--- config.mk ---
export PLATFORM = sky130hd
export DESIGN_NAME = i2c_target
export DESIGN_NICKNAME = d
export VERILOG_FILES = /design/src/rtl/i2c_pkg.sv /design/src/rtl/i2c_line_sync.sv /design/src/rtl/i2c_target.sv
export SDC_FILE = /design/constraint.sdc
export NUM_CORES = 1
export LEC_CHECK = 0
export CORE_MARGIN = 3
export CORE_UTILIZATION = 25
export DETAILED_ROUTE_END_ITERATION = 7
export PLACE_DENSITY = 0.42
export SKIP_CTS_REPAIR_TIMING = 1
export SLEW_MARGIN = 20
export SYNTH_ARGS = -nofsm -noshare
export SYNTH_HDL_FRONTEND = slang
export SYNTH_HIERARCHICAL = 1
export SYNTH_SLANG_ARGS = --single-unit
--- constraint.sdc ---
create_clock -name clk -period 2.3 [get_ports clk]
set_clock_uncertainty 0.1 [all_clocks]
set_input_delay 0.575 -clock clk [delete_from_list [all_inputs] [get_ports clk]]
set_output_delay 0.575 -clock clk [all_outputs]
set_load 0.02 [all_outputs]
--- src/rtl/i2c_pkg.sv ---
// ----------------------------------------------------------------------------
// i2c_pkg
// Shared types and constants for the I2C register-write target.
//   state_t       : protocol state of the target FSM (also exported for debug)
//   DEV_ADDR_DEF  : default 7-bit device address (write byte 8'h42)
//   BYTE_W        : data/address byte width
//   BITCNT_W      : width of the per-byte bit counter (counts 0..8)
// The TX/TX_ACK states are only reachable when I2C_TGT_READ_EN is defined.
// ----------------------------------------------------------------------------
package i2c_pkg;

    localparam logic [6:0] DEV_ADDR_DEF = 7'h21;
    localparam int         BYTE_W       = 8;
    localparam int         BITCNT_W     = 4;

    typedef enum logic [3:0] {
        ST_IDLE     = 4'd0,
        ST_ADDR     = 4'd1,
        ST_ADDR_ACK = 4'd2,
        ST_REG      = 4'd3,
        ST_REG_ACK  = 4'd4,
        ST_DATA     = 4'd5,
        ST_DATA_ACK = 4'd6,
        ST_IGNORE   = 4'd7,
        ST_TX       = 4'd8,
        ST_TX_ACK   = 4'd9
    } state_t;

endpackage

--- src/rtl/i2c_line_sync.sv ---
// ----------------------------------------------------------------------------
// i2c_line_sync
// Synchronises the asynchronous SCL/SDA pins into the clk domain and derives
// single-cycle bus events.
// Ports:
//   clk, rst_n          : system clock, asynchronous active-low reset
//   scl_in, sda_in      : raw pin levels (asynchronous)
//   scl_rise, scl_fall  : one-cycle pulses on synchronised SCL edges
//   start_det, stop_det : one-cycle START / STOP conditions
//   sda_s               : synchronised SDA level
// ----------------------------------------------------------------------------
module i2c_line_sync #(
    parameter int GLITCH_CYC = 2
) (
    input  logic clk,
    input  logic rst_n,
    input  logic scl_in,
    input  logic sda_in,
    output logic scl_rise,
    output logic scl_fall,
    output logic start_det,
    output logic stop_det,
    output logic sda_s
);

    logic [GLITCH_CYC-1:0] r_scl_sync;
    logic [GLITCH_CYC-1:0] r_sda_sync;
    logic                  r_scl_d;
    logic                  r_sda_d;
    logic                  w_scl_s;
    logic                  w_sda_s;

    // An idle bus is pulled high, so the chains reset to 1 to avoid
    // fabricating an edge when reset is released on a quiet bus.
    always_ff @(posedge clk or negedge rst_n) begin
        if (!rst_n) begin
            r_scl_sync <= '1;
            r_sda_sync <= '1;
            r_scl_d    <= 1'b1;
            r_sda_d    <= 1'b1;
        end else begin
            r_scl_sync <= {r_scl_sync[GLITCH_CYC-2:0], scl_in};
            r_sda_sync <= {r_sda_sync[GLITCH_CYC-2:0], sda_in};
            r_scl_d    <= w_scl_s;
            r_sda_d    <= w_sda_s;
        end
    end

    assign w_scl_s = r_scl_sync[GLITCH_CYC-1];
    assign w_sda_s = r_sda_sync[GLITCH_CYC-1];

    assign scl_rise = w_scl_s & ~r_scl_d;
    assign scl_fall = ~w_scl_s & r_scl_d;

    // SDA transitions only count as START/STOP while SCL has been high for
    // both the current and previous sample; if SCL moves in the same cycle
    // the SCL edge wins and the SDA change is treated as ordinary data.
    assign start_det = w_scl_s & r_scl_d & r_sda_d & ~w_sda_s;
    assign stop_det  = w_scl_s & r_scl_d & ~r_sda_d & w_sda_s;
    assign sda_s     = w_sda_s;

endmodule

--- src/rtl/i2c_target.sv ---
// ----------------------------------------------------------------------------
// i2c_target
// I2C register-write target. Matches DEV_ADDR, ACKs, and turns
// "dev-addr(W), reg-addr, data, data, ..." into one-cycle write strobes with
// an auto-incrementing register pointer.
// Optional feature macro: I2C_TGT_READ_EN (adds register reads, R/W=1).
// Ports:
//   clk, i2c_reset_n   : system clock, asynchronous active-low reset
//   scl_in, sda_in     : bus pin levels (asynchronous)
//   sda_oe             : 1 = pull SDA low
//   wr_en/addr/data    : register-write strobe and its payload
//   busy               : addressed transaction in progress (until STOP)
//   o_dbg_state        : current FSM state, for observation only
//   rd_addr, rd_data   : register read port (I2C_TGT_READ_EN only)
// Handshake: wr_en is a one-cycle strobe with no back-pressure; wr_addr and
// wr_data are valid in that cycle and hold until the next strobe.
// ----------------------------------------------------------------------------
module i2c_target
    import i2c_pkg::*;
#(
    parameter logic [6:0] DEV_ADDR   = DEV_ADDR_DEF,
    parameter int         GLITCH_CYC = 2
) (
    input  logic        clk,
    input  logic        i2c_reset_n,
    input  logic        scl_in,
    input  logic        sda_in,
    output logic        sda_oe,
    output logic        wr_en,
    output logic [7:0]  wr_addr,
    output logic [7:0]  wr_data,
    output state_t      o_dbg_state,
    output logic        busy
`ifdef I2C_TGT_READ_EN
    ,
    output logic [7:0]  rd_addr,
    input  logic [7:0]  rd_data
`endif
);

    logic w_scl_rise, w_scl_fall, w_start, w_stop, w_sda_s;

    i2c_line_sync #(.GLITCH_CYC(GLITCH_CYC)) u_line_sync (
        .clk       (clk),
        .rst_n     (i2c_reset_n),
        .scl_in    (scl_in),
        .sda_in    (sda_in),
        .scl_rise  (w_scl_rise),
        .scl_fall  (w_scl_fall),
        .start_det (w_start),
        .stop_det  (w_stop),
        .sda_s     (w_sda_s)
    );

    state_t                r_state, w_state;
    logic [BITCNT_W-1:0]   r_bit_cnt, w_bit_cnt;
    logic [BYTE_W-1:0]     r_shift, w_shift;
    logic [BYTE_W-1:0]     r_ptr, w_ptr;
    logic                  r_sda_oe, w_sda_oe;
    logic                  r_wr_en, w_wr_en;
    logic [BYTE_W-1:0]     r_wr_addr, w_wr_addr;
    logic [BYTE_W-1:0]     r_wr_data, w_wr_data;
    logic                  r_busy, w_busy;
`ifdef I2C_TGT_READ_EN
    logic                  r_read, w_read;
    logic [BYTE_W-1:0]     r_tx, w_tx;
`endif

    always_ff @(posedge clk or negedge i2c_reset_n) begin
        if (!i2c_reset_n) begin
            r_state   <= ST_IDLE;
            r_bit_cnt <= '0;
            r_shift   <= '0;
            r_ptr     <= '0;
            r_sda_oe  <= 1'b0;
            r_wr_en   <= 1'b0;
            r_wr_addr <= '0;
            r_wr_data <= '0;
            r_busy    <= 1'b0;
`ifdef I2C_TGT_READ_EN
            r_read    <= 1'b0;
            r_tx      <= '0;
`endif
        end else begin
            r_state   <= w_state;
            r_bit_cnt <= w_bit_cnt;
            r_shift   <= w_shift;
            r_ptr     <= w_ptr;
            r_sda_oe  <= w_sda_oe;
            r_wr_en   <= w_wr_en;
            r_wr_addr <= w_wr_addr;
            r_wr_data <= w_wr_data;
            r_busy    <= w_busy;
`ifdef I2C_TGT_READ_EN
            r_read    <= w_read;
            r_tx      <= w_tx;
`endif
        end
    end

    always_comb begin
        w_state   = r_state;
        w_bit_cnt = r_bit_cnt;
        w_shift   = r_shift;
        w_ptr     = r_ptr;
        w_sda_oe  = r_sda_oe;
        w_wr_en   = 1'b0;
        w_wr_addr = r_wr_addr;
        w_wr_data = r_wr_data;
        w_busy    = r_busy;
`ifdef I2C_TGT_READ_EN
        w_read    = r_read;
        w_tx      = r_tx;
`endif

        case (r_state)
            ST_ADDR, ST_REG, ST_DATA: begin
                if (w_scl_rise) begin
                    w_shift   = {r_shift[BYTE_W-2:0], w_sda_s};
                    w_bit_cnt = r_bit_cnt + 4'd1;
                end else if (w_scl_fall && r_bit_cnt == 4'd8) begin
                    // Byte complete: every accepted byte is ACKed from here.
                    w_bit_cnt = '0;
                    w_sda_oe  = 1'b1;
                    if (r_state == ST_ADDR) begin
                        if (r_shift[7:1] == DEV_ADDR && !r_shift[0]) begin
                            w_state = ST_ADDR_ACK;
                            w_busy  = 1'b1;
`ifdef I2C_TGT_READ_EN
                            w_read  = 1'b0;
                        end else if (r_shift[7:1] == DEV_ADDR) begin
                            w_state = ST_ADDR_ACK;
                            w_busy  = 1'b1;
                            w_read  = 1'b1;
`endif
                        end else begin
                            w_state  = ST_IGNORE;
                            w_sda_oe = 1'b0;
                        end
                    end else if (r_state == ST_REG) begin
                        w_ptr   = r_shift;
                        w_state = ST_REG_ACK;
                    end else begin
                        w_wr_en   = 1'b1;
                        w_wr_addr = r_ptr;
                        w_wr_data = r_shift;
                        w_ptr     = r_ptr + 8'd1;
                        w_state   = ST_DATA_ACK;
                    end
                end
            end

            // The first SCL fall seen in an ACK state ends the 9th clock.
            ST_ADDR_ACK: begin
                if (w_scl_fall) begin
                    w_sda_oe = 1'b0;
                    w_state  = ST_REG;
`ifdef I2C_TGT_READ_EN
                    if (r_read) begin
                        w_tx      = rd_data;
                        w_sda_oe  = ~rd_data[7];
                        w_bit_cnt = '0;
                        w_state   = ST_TX;
                    end
`endif
                end
            end

            ST_REG_ACK, ST_DATA_ACK: begin
                if (w_scl_fall) begin
                    w_sda_oe = 1'b0;
                    w_state  = ST_DATA;
                end
            end

`ifdef I2C_TGT_READ_EN
            // The current bit sits in r_tx[7]; the next one is put on the
            // bus after each falling edge until all 8 have been clocked.
            ST_TX: begin
                if (w_scl_rise) begin
                    w_bit_cnt = r_bit_cnt + 4'd1;
                end else if (w_scl_fall) begin
                    if (r_bit_cnt == 4'd8) begin
                        w_sda_oe  = 1'b0;
                        w_bit_cnt = '0;
                        w_state   = ST_TX_ACK;
                    end else begin
                        w_tx     = {r_tx[BYTE_W-2:0], 1'b0};
                        w_sda_oe = ~r_tx[6];
                    end
                end
            end

            // The pointer advances on the ACK rising edge so rd_data for the
            // next byte has settled by the following falling edge.
            ST_TX_ACK: begin
                if (w_scl_rise) begin
                    if (!w_sda_s) begin
                        w_ptr = r_ptr + 8'd1;
                    end else begin
                        w_state = ST_IGNORE;
                    end
                end else if (w_scl_fall) begin
                    w_tx      = rd_data;
                    w_sda_oe  = ~rd_data[7];
                    w_bit_cnt = '0;
                    w_state   = ST_TX;
                end
            end
`endif

            default: begin
            end
        endcase

        // Bus conditions override whatever the current state decided.
        if (w_stop) begin
            w_state   = ST_IDLE;
            w_sda_oe  = 1'b0;
            w_busy    = 1'b0;
            w_bit_cnt = '0;
        end else if (w_start) begin
            w_state   = ST_ADDR;
            w_sda_oe  = 1'b0;
            w_bit_cnt = '0;
        end
    end

    assign sda_oe      = r_sda_oe;
    assign wr_en       = r_wr_en;
    assign wr_addr     = r_wr_addr;
    assign wr_data     = r_wr_data;
    assign busy        = r_busy;
    assign o_dbg_state = r_state;
`ifdef I2C_TGT_READ_EN
    assign rd_addr     = r_ptr;
`endif

endmodule

==> results.json, run 1 <==
{
  "grt_max_degree": 49,
  "worstSetupStartpoint": "o_dbg_state[2]",
  "r2r-start": "u_line_sync/r_scl_d",
  "yosys_most_used_dff": "dfrtp_1",
  "met1_length_mm": 2.27,
  "postRouteWirelength_mm": 4.60,
  "max_stage_delay_ns": 0.69,
  "crit_fanout": 13,
  "overflow": 0,
  "rows": 34,
  "synth_nets": 194,
  "cp.required_ns": 1.62,
  "highest_layer": "met4",
  "cts_buffers": 5,
  "vias": 1471,
  "cp.depth": 1,
  "power_mw": 2.37,
  "synth_cells": 187,
  "hold_viol_final": 0,
  "postSynthAreaPerCell_um2": 12.1,
  "min_path_type": "primary input to asynchronous set/reset pin",
  "grt_setup_unrepaired": "false",
  "grt_pass1_vias": 1457,
  "cp_num_buf_inv": 1,
  "viasPerCell": 4.54,
  "ff2ff_path_depth": 6,
  "die_w_um": 101,
  "wire_per_inst_um": 14.2,
  "firstDrtPassIters": 4,
  "leakage_nw": 1.22,
  "area_delta_synth_final_pct": 21.9,
  "yosys_register_bits": 48,
  "core_area_mm2": 0.00876,
  "hpwlAfterDp_mm": 3.20,
  "ir_drop_mv": 0.203,
  "place_congestion": 0.823,
  "drv_slew": 0,
  "path_clk_slew_ns": 0.09,
  "ios": 27,
  "r2r-end": "wr_addr[7]",
  "status": "finished, final reports clean",
  "cts_tree": "yes",
  "antenna_found_initial": 0,
  "worstSetupEndpointType": "primary output",
  "min_period_over_period_pct": 97.4,
  "critPathSlowestCell": "clkdlybuf4s50_1",
  "finalSetupViolations": 0,
  "cts-root-buf": "clkbuf_8",
  "pwr_density_cell_mw_per_mm2": 860,
  "cap_violations": 0,
  "tns_ns": 0,
  "htree_levels": 2,
  "clkSinkCount": 48,
  "yosys_warnings": 6,
  "grt_pass1_wl_mm": 7.82,
  "diodes": 0,
  "crit_arrival_ns": 1.57,
  "rrSetupSlack_ns": 0.12,
  "synth_edf_count": 0,
  "layout_commonest_cell": "dfrtp_1",
  "endpoint": "o_dbg_state[2]",
  "wl_met2_mm": 2.07,
  "synth_area_mm2": 0.00226,
  "yosysUniqueCellTypes": 48,
  "insertion_delay_ns": 0.30,
  "critical_path.top_delay_family": "buffers and inverters",
  "post-place-ws_ns": 0.144,
  "final_cell_mix": "41 x dfrtp_1, 24 x clkdlybuf4s50_1, 15 x mux2_2",
  "fin_crit_ns": 2.24,
  "fin_ws_ns": 0.0598,
  "cp_cell_sequence": "clkdlybuf4s50_1",
  "nets": 222,
  "grt_util_all_layers_pct": 9.71,
  "critPathLaunchType": "flip-flop",
  "die_y_um": 101,
  "die_area_mm2": 0.0102,
  "met3_length_um": 177,
  "portBuffers": 25,
  "yosysSeqAreaShare_pct": 53.4,
  "worstSetupPathType": "flip-flop to primary output",
  "route.detailed.drc": 0,
  "dr.first_iter.drc_count": 33,
  "synth_async_sr_flop_share_pct": 100,
  "fmax_mhz": 446,
  "layout-drive-gt1-share_pct": 25.5,
  "cts_buffer_depth": 2,
  "postRouteAntennaNets": 0,
  "start_util_pct": 25.8,
  "fill_cells": 896
}
synth_stat cells (4+ instances only):
| library cell | count | area (um^2) |
|---|---|---|
| nand2_1 | 9 | 33.8 |
| a22o_1 | 4 | 35.0 |
| o21ai_0 | 7 | 35.0 |
| a21oi_1 | 11 | 55.1 |
| dfrtp_1 | 42 | 1050 |
| mux2_4 | 10 | 150 |
| nand4_1 | 4 | 25.0 |
| mux2_2 | 15 | 169 |
| nor2_1 | 10 | 37.5 |
| dfstp_2 | 6 | 158 |
| inv_1 | 7 | 26.3 |
| nand3_1 | 10 | 50.1 |
power by group:
group	switching (mW)	internal, mW
registers	0.209	0.975
logic	0.343	0.307
clock network	0.294	0.246
final cells by class:
type / instances / area [um^2] / area share, %
Sequential cell: 48 / 1210 / 43.9
Multi-Input combinational cell: 123 / 971 / 35.2
Timing Repair Buffer: 30 / 320 / 11.6
Tap cell: 108 / 135 / 4.90
Clock buffer: 6 / 82.6 / 2.99
Inverter: 7 / 26.3 / 0.952
Clock inverter: 2 / 13.8 / 0.499
through the flow:
step / cell area [um^2] / hold slack, ns / util (%) / std cells
3_5_place_dp: 2660 / 0.247 / 30.3 / 316
6_report: 2760 / 0.131 / 31.5 / 324
2_1_floorplan: 2260 / 0.179 / - / 187
5_1_grt: 2760 / 0.148 / 31.5 / 324
4_1_cts: 2750 / 0.146 / 31.4 / 324
3_3_place_gp: 2660 / 0.246 / 30.3 / 316
state kept, by name, indices dropped and copies added (netlist names):
signal	flops
r_ptr	8
r_shift	8
wr_addr	8
wr_data	8
r_bit_cnt	4
o_dbg_state	3
u_line_sync/r_scl_sync	2
u_line_sync/r_sda_sync	2
busy	1
sda_oe	1
u_line_sync/r_scl_d	1
u_line_sync/r_sda_d	1
wr_en	1
worst min path at each step:
stage | from | endpoint | slack [ns]
final | i2c_reset_n | wr_addr[4] | 0.13
after global routing | i2c_reset_n | wr_addr[4] | 0.15
after CTS | i2c_reset_n | r_ptr[5] | 0.15
after detailed placement | u_line_sync/r_scl_sync[0] | u_line_sync/r_scl_sync[1] | 0.25
after global placement | u_line_sync/r_sda_sync[0] | u_line_sync/r_sda_sync[1] | 0.25
after floorplan | i2c_reset_n | busy | 0.18
logic make-up (layout without fill, tap and decap cells):
logic type / count (synthesis) / in the layout / synth area share, %
adder cells (fa/ha/maj): 3 / 3 / 1.66
other: 1 / 1 / 0.166
multiplexers: 28 / 28 / 15.4
flip-flops: 48 / 48 / 53.4
buffers and inverters: 16 / 45 / 3.93
XOR/XNOR: 1 / 1 / 0.387
AO/OA/AOI/OAI: 34 / 34 / 9.73
AND/OR/NAND/NOR: 56 / 56 / 15.3
layer usage:
layer | GRT usage, % | up-vias
met3 | 2.48 | 5
met2 | 14.1 | 31
met5 | 0 | -
met1 | 14.0 | 705
met4 | 3.48 | 0
li1 | - | 730
(Power assumes the default switching activity.)
==> run 2, diff against run 1 <==
Settings changed: ABC_AREA set to 1, CORE_UTILIZATION 25 to 45, PLACE_DENSITY 0.42 to 0.66.
==> run 2 against run 1 <==
Against the previous run: critical endpoint unchanged; sequential share of layout area up 0.68 points; via count up 26%; maximum frequency up 4.0%; synthesized cell count up 54%; highest routed layer unchanged; largest power group unchanged.
==> results.json, run 2 <==
{
  "grt_max_degree": 34,
  "min_period_over_period_pct": 93.6,
  "diodes": 0,
  "critPathSlowestCell": "clkdlybuf4s50_1",
  "yosys_register_bits": 48,
  "met1_length_mm": 2.31,
  "synthSimpleGateAreaFrac_pct": 26.6,
  "cp_num_buf_inv": 1,
  "cp.required_ns": 1.62,
  "htree_levels": 2,
  "r2r-end": "r_ptr[4]",
  "synthTopCellsByCount": "84 x nand2_1, 42 x dfrtp_1, 38 x inv_1, 36 x o21ai_0, 26 x nand3_1",
  "synth_compound_area_share_pct": 10.8,
  "rows": 25,
  "p_seq_share_pct": 47.4,
  "hpwlAfterDp_mm": 3.27,
  "cp.depth": 1,
  "fill_cells": 497,
  "overflow": 0,
  "ff2ff_path_depth": 9,
  "worstSetupPathType": "flip-flop to primary output",
  "synth_top_area_share_pct": 45.7,
  "wire_per_inst_um": 11.8,
  "synth_nets": 295,
  "layout_commonest_cell": "nand2_1",
  "cts_tree": "yes",
  "path_clk_slew_ns": 0.08,
  "start_util_pct": 47.7,
  "ir_drop_mv": 0.353,
  "power_mw": 2.22,
  "tightestPinTransition_ns": 0.531,
  "core_area_mm2": 0.00482,
  "rrSetupSlack_ns": 0.52,
  "yosysUniqueCellTypes": 26,
  "final_cell_mix": "84 x nand2_1, 42 x dfrtp_1, 38 x inv_1",
  "cts-root-buf": "clkbuf_8",
  "synth_cells": 288,
  "nets": 325,
  "insertion_delay_ns": 0.29,
  "fmax_mhz": 464,
  "cts_buffer_depth": 2,
  "yosysSeqAreaShare_pct": 52.6,
  "synth_xor_area_share_pct": 0,
  "synthAdderAreaFrac_pct": 1.63,
  "clkSinkCount": 48,
  "synth_async_sr_flop_share_pct": 100,
  "cap_violations": 0,
  "synth.largest_area_cell": "dfrtp_1",
  "p_int_mw": 1.40,
  "firstDrtPassIters": 4,
  "switchingPower_mw": 0.823,
  "dr.first_iter.drc_count": 120,
  "worstSetupEndpointType": "primary output",
  "max_stage_delay_ns": 0.66,
  "pwr-share-clk_pct": 21.1,
  "synth_edf_count": 0,
  "viasPerCell": 4.80,
  "route.detailed.drc": 0,
  "ios": 27,
  "tns_ns": 0,
  "grt_pass1_wl_mm": 8.33,
  "layout-drive-gt1-share_pct": 8.49,
  "combPwrFrac_pct": 31.4,
  "synth.most_common_cell": "nand2_1",
  "vias": 1849,
  "cts_buffers": 5,
  "postSynthAreaPerCell_um2": 7.99,
  "critPathLaunchType": "flip-flop",
  "finalSetupViolations": 0,
  "post-place-ws_ns": 0.474,
  "yosys_warnings": 6,
  "grt_util_all_layers_pct": 17.3,
  "die_w_um": 77.5,
  "grt_setup_unrepaired": "false",
  "slew_headroom_pct": 64.5,
  "drv_slew": 0,
  "crit_fanout": 7,
  "highest_layer": "met4",
  "area_delta_synth_final_pct": 18.0,
  "synth.mux.area_fraction_pct": 0,
  "synth_top_family_by_area": "simple AND/OR/NAND/NOR gates",
  "antenna_found_initial": 0,
  "fin_crit_ns": 2.15,
  "p_sw_share_pct": 37.0,
  "met3_length_um": 174,
  "hold_viol_final": 0,
  "cp_cell_sequence": "clkdlybuf4s50_1",
  "die_y_um": 77.5,
  "portBuffers": 25,
  "crit_arrival_ns": 1.48,
  "wl_met2_mm": 2.00,
  "synthTopCellsByArea": "dfrtp_1 46%, nand2_1 14%, o21ai_0 7.8%, dfstp_2 6.9%, inv_1 6.2%",
  "yosys_most_used_dff": "dfrtp_1",
  "place_congestion": 0.867,
  "critical_path.top_delay_family": "buffers and inverters",
  "fin_ws_ns": 0.146,
  "postRouteWirelength_mm": 4.56,
  "die_area_mm2": 0.00600,
  "pwr_density_cell_mw_per_mm2": 819,
  "min_path_type": "primary input to asynchronous set/reset pin",
  "r2r-start": "u_line_sync/r_scl_d",
  "postRouteAntennaNets": 0,
  "synth_area_mm2": 0.00230,
  "grt_pass1_vias": 1769,
  "leakage_nw": 1.30,
  "status": "finished, final reports clean"
}
run 2: changes by cell type after synthesis, moves of 10 or more:
cell / delta
nand2_1: +75
inv_1: +31
o21ai_0: +29
nand3_1: +16
mux2_2: -15
nor2_1: +15
mux2_4: -10
run 2: kinds of logic (layout without fill, tap and decap cells):
group	after synthesis	count (layout)
AND/OR/NAND/NOR	145	145
flip-flops	48	48
buffers and inverters	46	76
AO/OA/AOI/OAI	45	45
adder cells (fa/ha/maj)	3	3
other	1	1
run 2: how the worst max path moves through the flow:
| stage | slack [ns] | end | startpoint |
|---|---|---|---|
| finish | 0.15 | o_dbg_state[2] | o_dbg_state[2] |
| global route | 0.08 | o_dbg_state[2] | o_dbg_state[2] |
| CTS | 0.13 | o_dbg_state[2] | o_dbg_state[2] |
| detailed placement | 0.47 | o_dbg_state[2] | o_dbg_state[2] |
| global placement | 0.49 | o_dbg_state[2] | o_dbg_state[2] |
| floorplan | 0.67 | wr_addr[7] | u_line_sync/r_scl_d |
run 2: metal layers:
| metal | GRT usage, % | vias up |
|---|---|---|
| li1 | - | 964 |
| met1 | 24.0 | 846 |
| met2 | 26.2 | 29 |
| met3 | 4.18 | 10 |
| met4 | 6.41 | 0 |
| met5 | 0 | - |
run 2: cell type report:
cell class	count	area [um^2]	area share, %
Inverter	39	146	5.39
Multi-Input combinational cell	194	902	33.2
Clock inverter	1	5.00	0.184
Sequential cell	48	1210	44.5
Clock buffer	6	72.6	2.67
Tap cell	67	83.8	3.09
Timing Repair Buffer	30	295	10.9
run 2: power groups by stage:
stage          clock network (mW)  registers (mW)  logic, mW
2_1_floorplan                   0            1.09      0.461
3_3_place_gp                    0            1.07      0.699
5_1_grt                     0.527            1.07      0.803
3_5_place_dp                    0            1.07      0.703
6_report                    0.470            1.05      0.699
4_1_cts                     0.497            1.06      0.706
run 2: metrics by stage:
stage	instances	hold WS [ns]	utilization, %	cell area, um^2
4_1_cts	385	0.136	56.3	2710
6_report	385	0.130	56.3	2710
5_1_grt	385	0.158	56.3	2710
3_3_place_gp	378	0.246	54.7	2640
3_5_place_dp	378	0.249	54.7	2640
2_1_floorplan	288	0.179	-	2300
==> run 3, diff against run 2 <==
Clock period 2.3 ns to 2.7 ns, I/O delays scaled along.
==> run 3 against run 2 <==
Against the previous run: routed wire length increased by 0.88%; cell count decreased by 0.26%; via count increased by 0.43%; non-clock buffer count decreased by 2; sequential share of layout area increased by 0.082 points; clock power decreased by 1%; final area decreased by 0.18%; utilization decreased by 0.10 points; setup slack improved by 0.30 ns; critical endpoint unchanged; largest cell class unchanged.
==> results.json, run 3 (same netlist as run 2, synthesis figures left out) <==
{
  "slew_headroom_pct": 62.7,
  "placed_area_mm2": 0.00261,
  "die_y_um": 77.5,
  "worstSetupEndpointType": "primary output",
  "grt_util_all_layers_pct": 17.2,
  "status": "finished, final reports clean",
  "start_util_pct": 47.7,
  "layout_commonest_cell": "nand2_1",
  "crit_fanout": 7,
  "ff2ff_path_depth": 9,
  "cts_buffers": 5,
  "core_area_mm2": 0.00482,
  "wire_per_inst_um": 12.0,
  "insertion_delay_ns": 0.30,
  "cp_num_buf_inv": 1,
  "rrSetupSlack_ns": 0.84,
  "dp.cells": 376,
  "overflow": 0,
  "place_congestion": 0.791,
  "grt_max_degree": 34,
  "rows": 25,
  "cts_tree": "yes",
  "postRouteAntennaNets": 0,
  "die_w_um": 77.5,
  "tightestPinTransition_ns": 0.558,
  "hold_viol_final": 0,
  "leakage_nw": 1.30,
  "worstSetupPathType": "flip-flop to primary output",
  "hpwlAfterDp_mm": 3.33,
  "crit_arrival_ns": 1.48,
  "postRouteWirelength_mm": 4.60,
  "endpoint": "o_dbg_state[2]",
  "pwr_density_cell_mw_per_mm2": 721,
  "firstDrtPassIters": 4,
  "nets": 323,
  "dr.first_iter.drc_count": 130,
  "r2r-start": "u_line_sync/r_scl_d",
  "r2r-end": "r_ptr[5]",
  "cp.required_ns": 1.92,
  "fmax_mhz": 443,
  "grt_setup_unrepaired": "false",
  "cp.depth": 1,
  "path_clk_slew_ns": 0.09,
  "fin_crit_ns": 2.26,
  "layout-drive-gt1-share_pct": 8.20,
  "clkSinkCount": 48,
  "grt_pass1_vias": 1715,
  "min_period_over_period_pct": 83.6,
  "critical_path.top_delay_family": "buffers and inverters",
  "critPathLaunchType": "flip-flop",
  "tns_ns": 0,
  "cap_violations": 0,
  "ir_drop_mv": 0.294,
  "drv_slew": 0,
  "route.detailed.drc": 0,
  "final_area_mm2": 0.00271,
  "viasPerCell": 4.84,
  "vias": 1857,
  "utilization_pct": 56.2,
  "worstSetupStartpoint": "o_dbg_state[2]",
  "final_cell_mix": "84 x nand2_1, 42 x dfrtp_1, 38 x inv_1",
  "portBuffers": 25,
  "htree_levels": 2,
  "finalSetupViolations": 0,
  "area_delta_synth_final_pct": 17.8,
  "grt_pass1_wl_mm": 8.24,
  "diodes": 0,
  "cts_buffer_depth": 2,
  "max_stage_delay_ns": 0.66,
  "antenna_found_initial": 0,
  "cp_cell_sequence": "clkdlybuf4s50_1",
  "power_mw": 1.95,
  "die_area_mm2": 0.00600,
  "ios": 27,
  "min_path_type": "primary input to asynchronous set/reset pin",
  "cts-root-buf": "clkbuf_8",
  "critPathSlowestCell": "clkdlybuf4s50_1",
  "fin_cells": 384
}
-- run 3: routing by layer --
| metal | vias to the layer above | wire [um] | track usage [%] |
|---|---|---|---|
| li1 | 963 | - | - |
| met1 | 858 | 2260 | 23.5 |
| met2 | 31 | 2150 | 26.9 |
| met3 | 5 | 133 | 4.18 |
| met4 | 0 | 51 | 5.34 |
| met5 | - | 0 | 0 |
-- run 3: final cells by class --
| type | count | area, um^2 |
|---|---|---|
| Multi-Input combinational cell | 194 | 902 |
| Inverter | 39 | 146 |
| Sequential cell | 48 | 1210 |
| Tap cell | 67 | 83.8 |
| Timing Repair Buffer | 28 | 268 |
| Clock buffer | 8 | 100 |
| Fill cell | 482 | 2110 |
-- run 3: worst min-delay path by stage --
stage	start	cells past startpoint	to	slack, ns
2_1_floorplan	u_line_sync/r_scl_sync[0]	0	u_line_sync/r_scl_sync[1]	0.25
3_3_place_gp	u_line_sync/r_scl_sync[0]	0	u_line_sync/r_scl_sync[1]	0.25
3_5_place_dp	u_line_sync/r_sda_sync[0]	0	u_line_sync/r_sda_sync[1]	0.25
4_1_cts	i2c_reset_n	1	o_dbg_state[2]	0.18
5_1_grt	i2c_reset_n	1	o_dbg_state[2]	0.18
6_report	i2c_reset_n	1	o_dbg_state[2]	0.18
-- run 3: through the flow --
stage               hold slack (ns)  setup WS, ns
detailed placement            0.247         0.768
floorplan                     0.245          1.07
CTS                           0.180         0.422
finish                        0.176         0.443
global placement              0.247         0.788
global route                  0.183         0.360
-- run 3: worst reg2reg max path, stage by stage, from the launching register on --
cell and delay, ns:
dfstp_2 0.55, inv_1 0.04, nor2_1 0.15, inv_1 0.10
nor2_1 0.16, nand2_1 0.11, nor2_4 0.28, inv_1 0.14
nand2_1 0.08, nand2_1 0.06
-- run 3: power by group --
| part | internal [mW] | total [mW] | switching, mW | leakage, nW |
|---|---|---|---|---|
| Clock | 0.234 | 0.464 | 0.230 | 0.0515 |
| Sequential | 0.808 | 0.898 | 0.0891 | 0.635 |
| Combinational | 0.205 | 0.591 | 0.386 | 0.613 |
==> RTL edit 1, RTL diff (flow settings as in run 3) <==
One comparison of `r_bit_cnt` changes from == to >=.
--- a/src/rtl/i2c_target.sv
+++ b/src/rtl/i2c_target.sv
@@ -119,5 +119,5 @@
                     w_shift   = {r_shift[BYTE_W-2:0], w_sda_s};
                     w_bit_cnt = r_bit_cnt + 4'd1;
-                end else if (w_scl_fall && r_bit_cnt == 4'd8) begin
+                end else if (w_scl_fall && r_bit_cnt >= 4'd8) begin
                     // Byte complete: every accepted byte is ACKed from here.
                     w_bit_cnt = '0;
Function: same outputs for any inputs over 10 cycles, from zero or initial values and one cycle with i2c_reset_n low; that may be too few to reach the edited logic, so the function may still have changed.
==> RTL edit 1 against run 3 <==
Wire length is 12% lower; first-iteration DRC count is 3.8% lower; sequential cell count is the same; cell area shrank 4.1%; worst setup slack improved by 120 ps; area after synthesis fell by 4.7%; critical endpoint unchanged; largest cell class unchanged.
Power is not compared: it rests on default switching activity, and its combinational part moved more than twofold at a synthesized area within 25%.
==> RTL edit 1: results (changes against run 3) <==
INFO  metric critical_path_arrival = 1370 ps (-110 ps)
INFO  metric route.met2.wl = 1.82 mm (-15%)
INFO  metric nNetsFinal = 310 (-4.0%)
INFO  metric net_count_of_the_mapped_netlist = 281 (-4.7%)
INFO  metric crit_fanout = 5 (-2)
INFO  metric routed_wirelength = 4.06 mm (-12%)
INFO  metric worstMarginPinSlew = 783 ps (+225 ps)
INFO  metric synthTopCellsByArea = sky130_fd_sc_hd__dfrtp_1 48%, sky130_fd_sc_hd__nand2_1 16%, sky130_fd_sc_hd__dfstp_2 7.2%, sky130_fd_sc_hd__inv_1 6.0%, sky130_fd_sc_hd__o21ai_0 5.5%
INFO  metric worst_hold_path.num_cells = 0
INFO  metric commonest_cells_in_the_synthesized_netlist = 93 x sky130_fd_sc_hd__nand2_1, 42 x sky130_fd_sc_hd__dfrtp_1, 35 x sky130_fd_sc_hd__inv_1
INFO  metric grt_pass1_wl = 7.16 mm (-13%)
INFO  metric met3_length = 171 um (+29%)
INFO  metric clock_insertion_delay_worst_skew = 290 ps
INFO  metric synth_seq_area_share = 0.552 (+0.0261)
INFO  metric antenna_found_initial = 0 (unchanged)
INFO  metric dp.final_hpwl = 2.95 mm (-11%)
INFO  metric run_status = finished, final reports clean
INFO  metric worst-r2r-cell-count = 11 (+2)
INFO  metric holdCritPathClass = reg -> reg
INFO  metric detail_route.wirelength.met1 = 2.02 mm (-11%)
INFO  metric gp_congestion = 0.872 (+10%)
INFO  metric gr-usage-all-layers = 0.165 (-0.00639)
INFO  metric num_vias = 1728 (-6.9%)
INFO  metric yosys.cell_types.count = 18 (-31%)
INFO  metric rr_endpoint = r_ptr[7]
INFO  metric post_route_cells_drive_above_1_share = 0.0689 (-0.0132)
INFO  metric grt_start_max_net_pins = 37 (+8.8%)
INFO  metric r2r_slack = 830 ps
INFO  metric drt_first_pass_iters = 4 (unchanged)
INFO  metric drt_first_iter_violations = 125 (-3.8%)
INFO  metric timing.critical_path.slowest_cell_delay = 640 ps (-20 ps)
[RTL edit 1: cells by family after synthesis]
kind of cell | synth area share
buffers and inverters | 0.0777
adder cells (fa/ha/maj) | 0.0114
XOR/XNOR | 0.00800
flip-flops | 0.552
AO/OA/AOI/OAI | 0.0845
AND/OR/NAND/NOR | 0.265
other | 0.00171
[RTL edit 1: worst max path at each step]
stage / from / endpoint
after floorplan: u_line_sync/r_scl_d / r_ptr[0]
after global placement: o_dbg_state[0] / o_dbg_state[0]
after detailed placement: u_line_sync/r_scl_d / r_ptr[7]
after CTS: o_dbg_state[2] / o_dbg_state[2]
after global routing: o_dbg_state[0] / o_dbg_state[0]
final: o_dbg_state[2] / o_dbg_state[2]
[RTL edit 1: per-stage QoR]
step | hold slack (ps) | area [um2] | setup WS, ps | power, mW | instances
2_1_floorplan | 245 | 2190 | 1150 | 0.970 | 275
3_3_place_gp | 246 | 2510 | 893 | 1.05 | 362
3_5_place_dp | 248 | 2510 | 850 | 1.05 | 362
4_1_cts | 259 | 2600 | 554 | 1.48 | 370
5_1_grt | 262 | 2600 | 516 | 1.55 | 370
6_report | 258 | 2600 | 559 | 1.47 | 370
[RTL edit 1: cell type report]
cell class | count | area (um2)
Timing Repair Buffer | 29 | 275
Sequential cell | 48 | 1210
Tap cell | 65 | 81.3
Clock buffer | 8 | 90.1
Multi-Input combinational cell | 185 | 812
Inverter | 35 | 131
Fill cell | 435 | 1940
[RTL edit 1: power breakdown]
part	internal [mW]	switching, mW
sequential	0.776	0.0335
combinational	0.0705	0.155
clock	0.209	0.222
total	1.06	0.411
[RTL edit 1: metal layers]
layer / vias to the layer above / track usage
met5: - / 0
met4: 0 / 0.0583
met3: 5 / 0.0422
met2: 37 / 0.271
met1: 774 / 0.212
li1: 912 / -
==> RTL edit 2, RTL diff (flow settings as in run 3) <==
Made on the original files. `GLITCH_CYC` is set to 2 in 2 places; all go to 4.
--- a/src/rtl/i2c_line_sync.sv
+++ b/src/rtl/i2c_line_sync.sv
@@ -11,5 +11,5 @@
 // ----------------------------------------------------------------------------
 module i2c_line_sync #(
-    parameter int GLITCH_CYC = 2
+    parameter int GLITCH_CYC = 4
 ) (
     input  logic clk,
--- a/src/rtl/i2c_target.sv
+++ b/src/rtl/i2c_target.sv
@@ -20,5 +20,5 @@
 #(
     parameter logic [6:0] DEV_ADDR   = DEV_ADDR_DEF,
-    parameter int         GLITCH_CYC = 2
+    parameter int         GLITCH_CYC = 4
 ) (
     input  logic        clk,
Formal check against the unedited RTL: not equivalent (Yosys sat finds a counterexample within 4 cycles, from zero or initial values and one cycle with i2c_reset_n low).
==> RTL edit 2 against run 3 <==
Sequential power increased by 7.3%; global-route usage decreased by 0.68 points; sequential cell count increased by 4; count of clock-buffer cells in the layout decreased by 1; wire length decreased by 0.20%; worst setup slack got worse by 3.8 ps; area after synthesis increased by 4.6%; power increased by 1.5%; clock power decreased by 10%; cell area increased by 3.4%; critical path depth unchanged; register-to-register slack got worse by 40 ps; fmax decreased by 0.17%.
==> RTL edit 2: results (changes against run 3) <==
INFO  metric run_status = finished, final reports clean
INFO  metric power_density = 707 nW/um2 (-1.9%)
INFO  metric dp_slack = 764 ps (-3.42 ps)
INFO  metric dp.final_hpwl = 3.25 mm (-2.3%)
INFO  metric static-leakage-power = 1.33 nW (+2.5%)
INFO  metric synth_area_in_compound_gates = 0.104 (-0.00473)
INFO  metric rr_endpoint = o_dbg_state[0]
INFO  metric period_needed = 2260 ps (+3.76 ps)
INFO  metric timing.hold.ws = 246 ps (+69.4 ps)
INFO  metric cts_made_buffers = 5 (unchanged)
INFO  metric post_dp_cell_area = 2720 um2 (+4.2%)
INFO  metric net_count_of_the_mapped_netlist = 299 (+1.4%)
INFO  metric synth_adder_area_share = 0.0156 (-0.000713)
INFO  metric seq_power_share = 0.486 (+0.026)
INFO  metric grt_pass1_vias = 1760 (+2.6%)
INFO  metric synthTopCellsByArea = sky130_fd_sc_hd__dfrtp_1 44%, sky130_fd_sc_hd__nand2_1 13%, sky130_fd_sc_hd__dfstp_2 11%, sky130_fd_sc_hd__o21ai_0 7.5%, sky130_fd_sc_hd__inv_1 5.9%
INFO  metric nNetsFinal = 326 (+0.93%)
INFO  metric gp_congestion = 0.908 (+15%)
INFO  metric num_vias = 1895 (+2.0%)
INFO  metric post_route_cells_drive_above_1_share = 0.0875 (+0.00548)
INFO  metric placed_cells = 379 (+0.80%)
INFO  metric worst_path_max_delay_cell = sky130_fd_sc_hd__clkdlybuf4s50_1
INFO  metric worst_setup_ep = o_dbg_state[2]
INFO  metric synth_seq_area_share = 0.546 (+0.0207)
INFO  metric p_int = 1.26 mW (+1.4%)
INFO  metric syn-instance-count = 292 (+1.4%)
INFO  metric worst-r2r-cell-count = 10 (+1)
INFO  metric timing.rr.start = u_line_sync/r_scl_sync[3]
INFO  metric instances_no_fill = 387 (+0.78%)
INFO  metric vdd_drop_max = 0.436 mV (+48%)
INFO  metric gr-usage-all-layers = 0.165 (-0.00679)
INFO  metric clk_pin_slew_worst_paths = 90 ps (about the same)
INFO  metric p_clk = 417 uW (-10%)
INFO  metric yosys.cell_types.count = 26 (unchanged)
INFO  metric r2r_slack = 800 ps (-40 ps)
INFO  metric worstMarginPinSlew = 589 ps (+30.9 ps)
-- RTL edit 2: cell types whose count changed in the layout (fill, tap and decap cells not counted) --
cell	before	now
sky130_fd_sc_hd__clkinv_2	0	1
sky130_fd_sc_hd__buf_12	0	1
sky130_fd_sc_hd__dfstp_2	6	10
sky130_fd_sc_hd__clkbuf_1	1	2
sky130_fd_sc_hd__clkbuf_8	7	5
sky130_fd_sc_hd__buf_4	3	1
-- RTL edit 2: per-layer routing --
| layer | global-route usage | routed length [um] |
|---|---|---|
| met3 | 0.0442 | 260 |
| met2 | 0.243 | 1980 |
| met1 | 0.235 | 2290 |
| met5 | 0 | 0 |
| met4 | 0.0550 | 55 |
-- RTL edit 2: final cells by class --
type	instances	area, um2
clock inverters	1	5.00
fillers	474	2140
multi-input cells	194	902
clock buffers	7	76.3
repair buffers	27	273
flip-flops and latches	52	1310
inverters	39	146
well taps	67	83.8
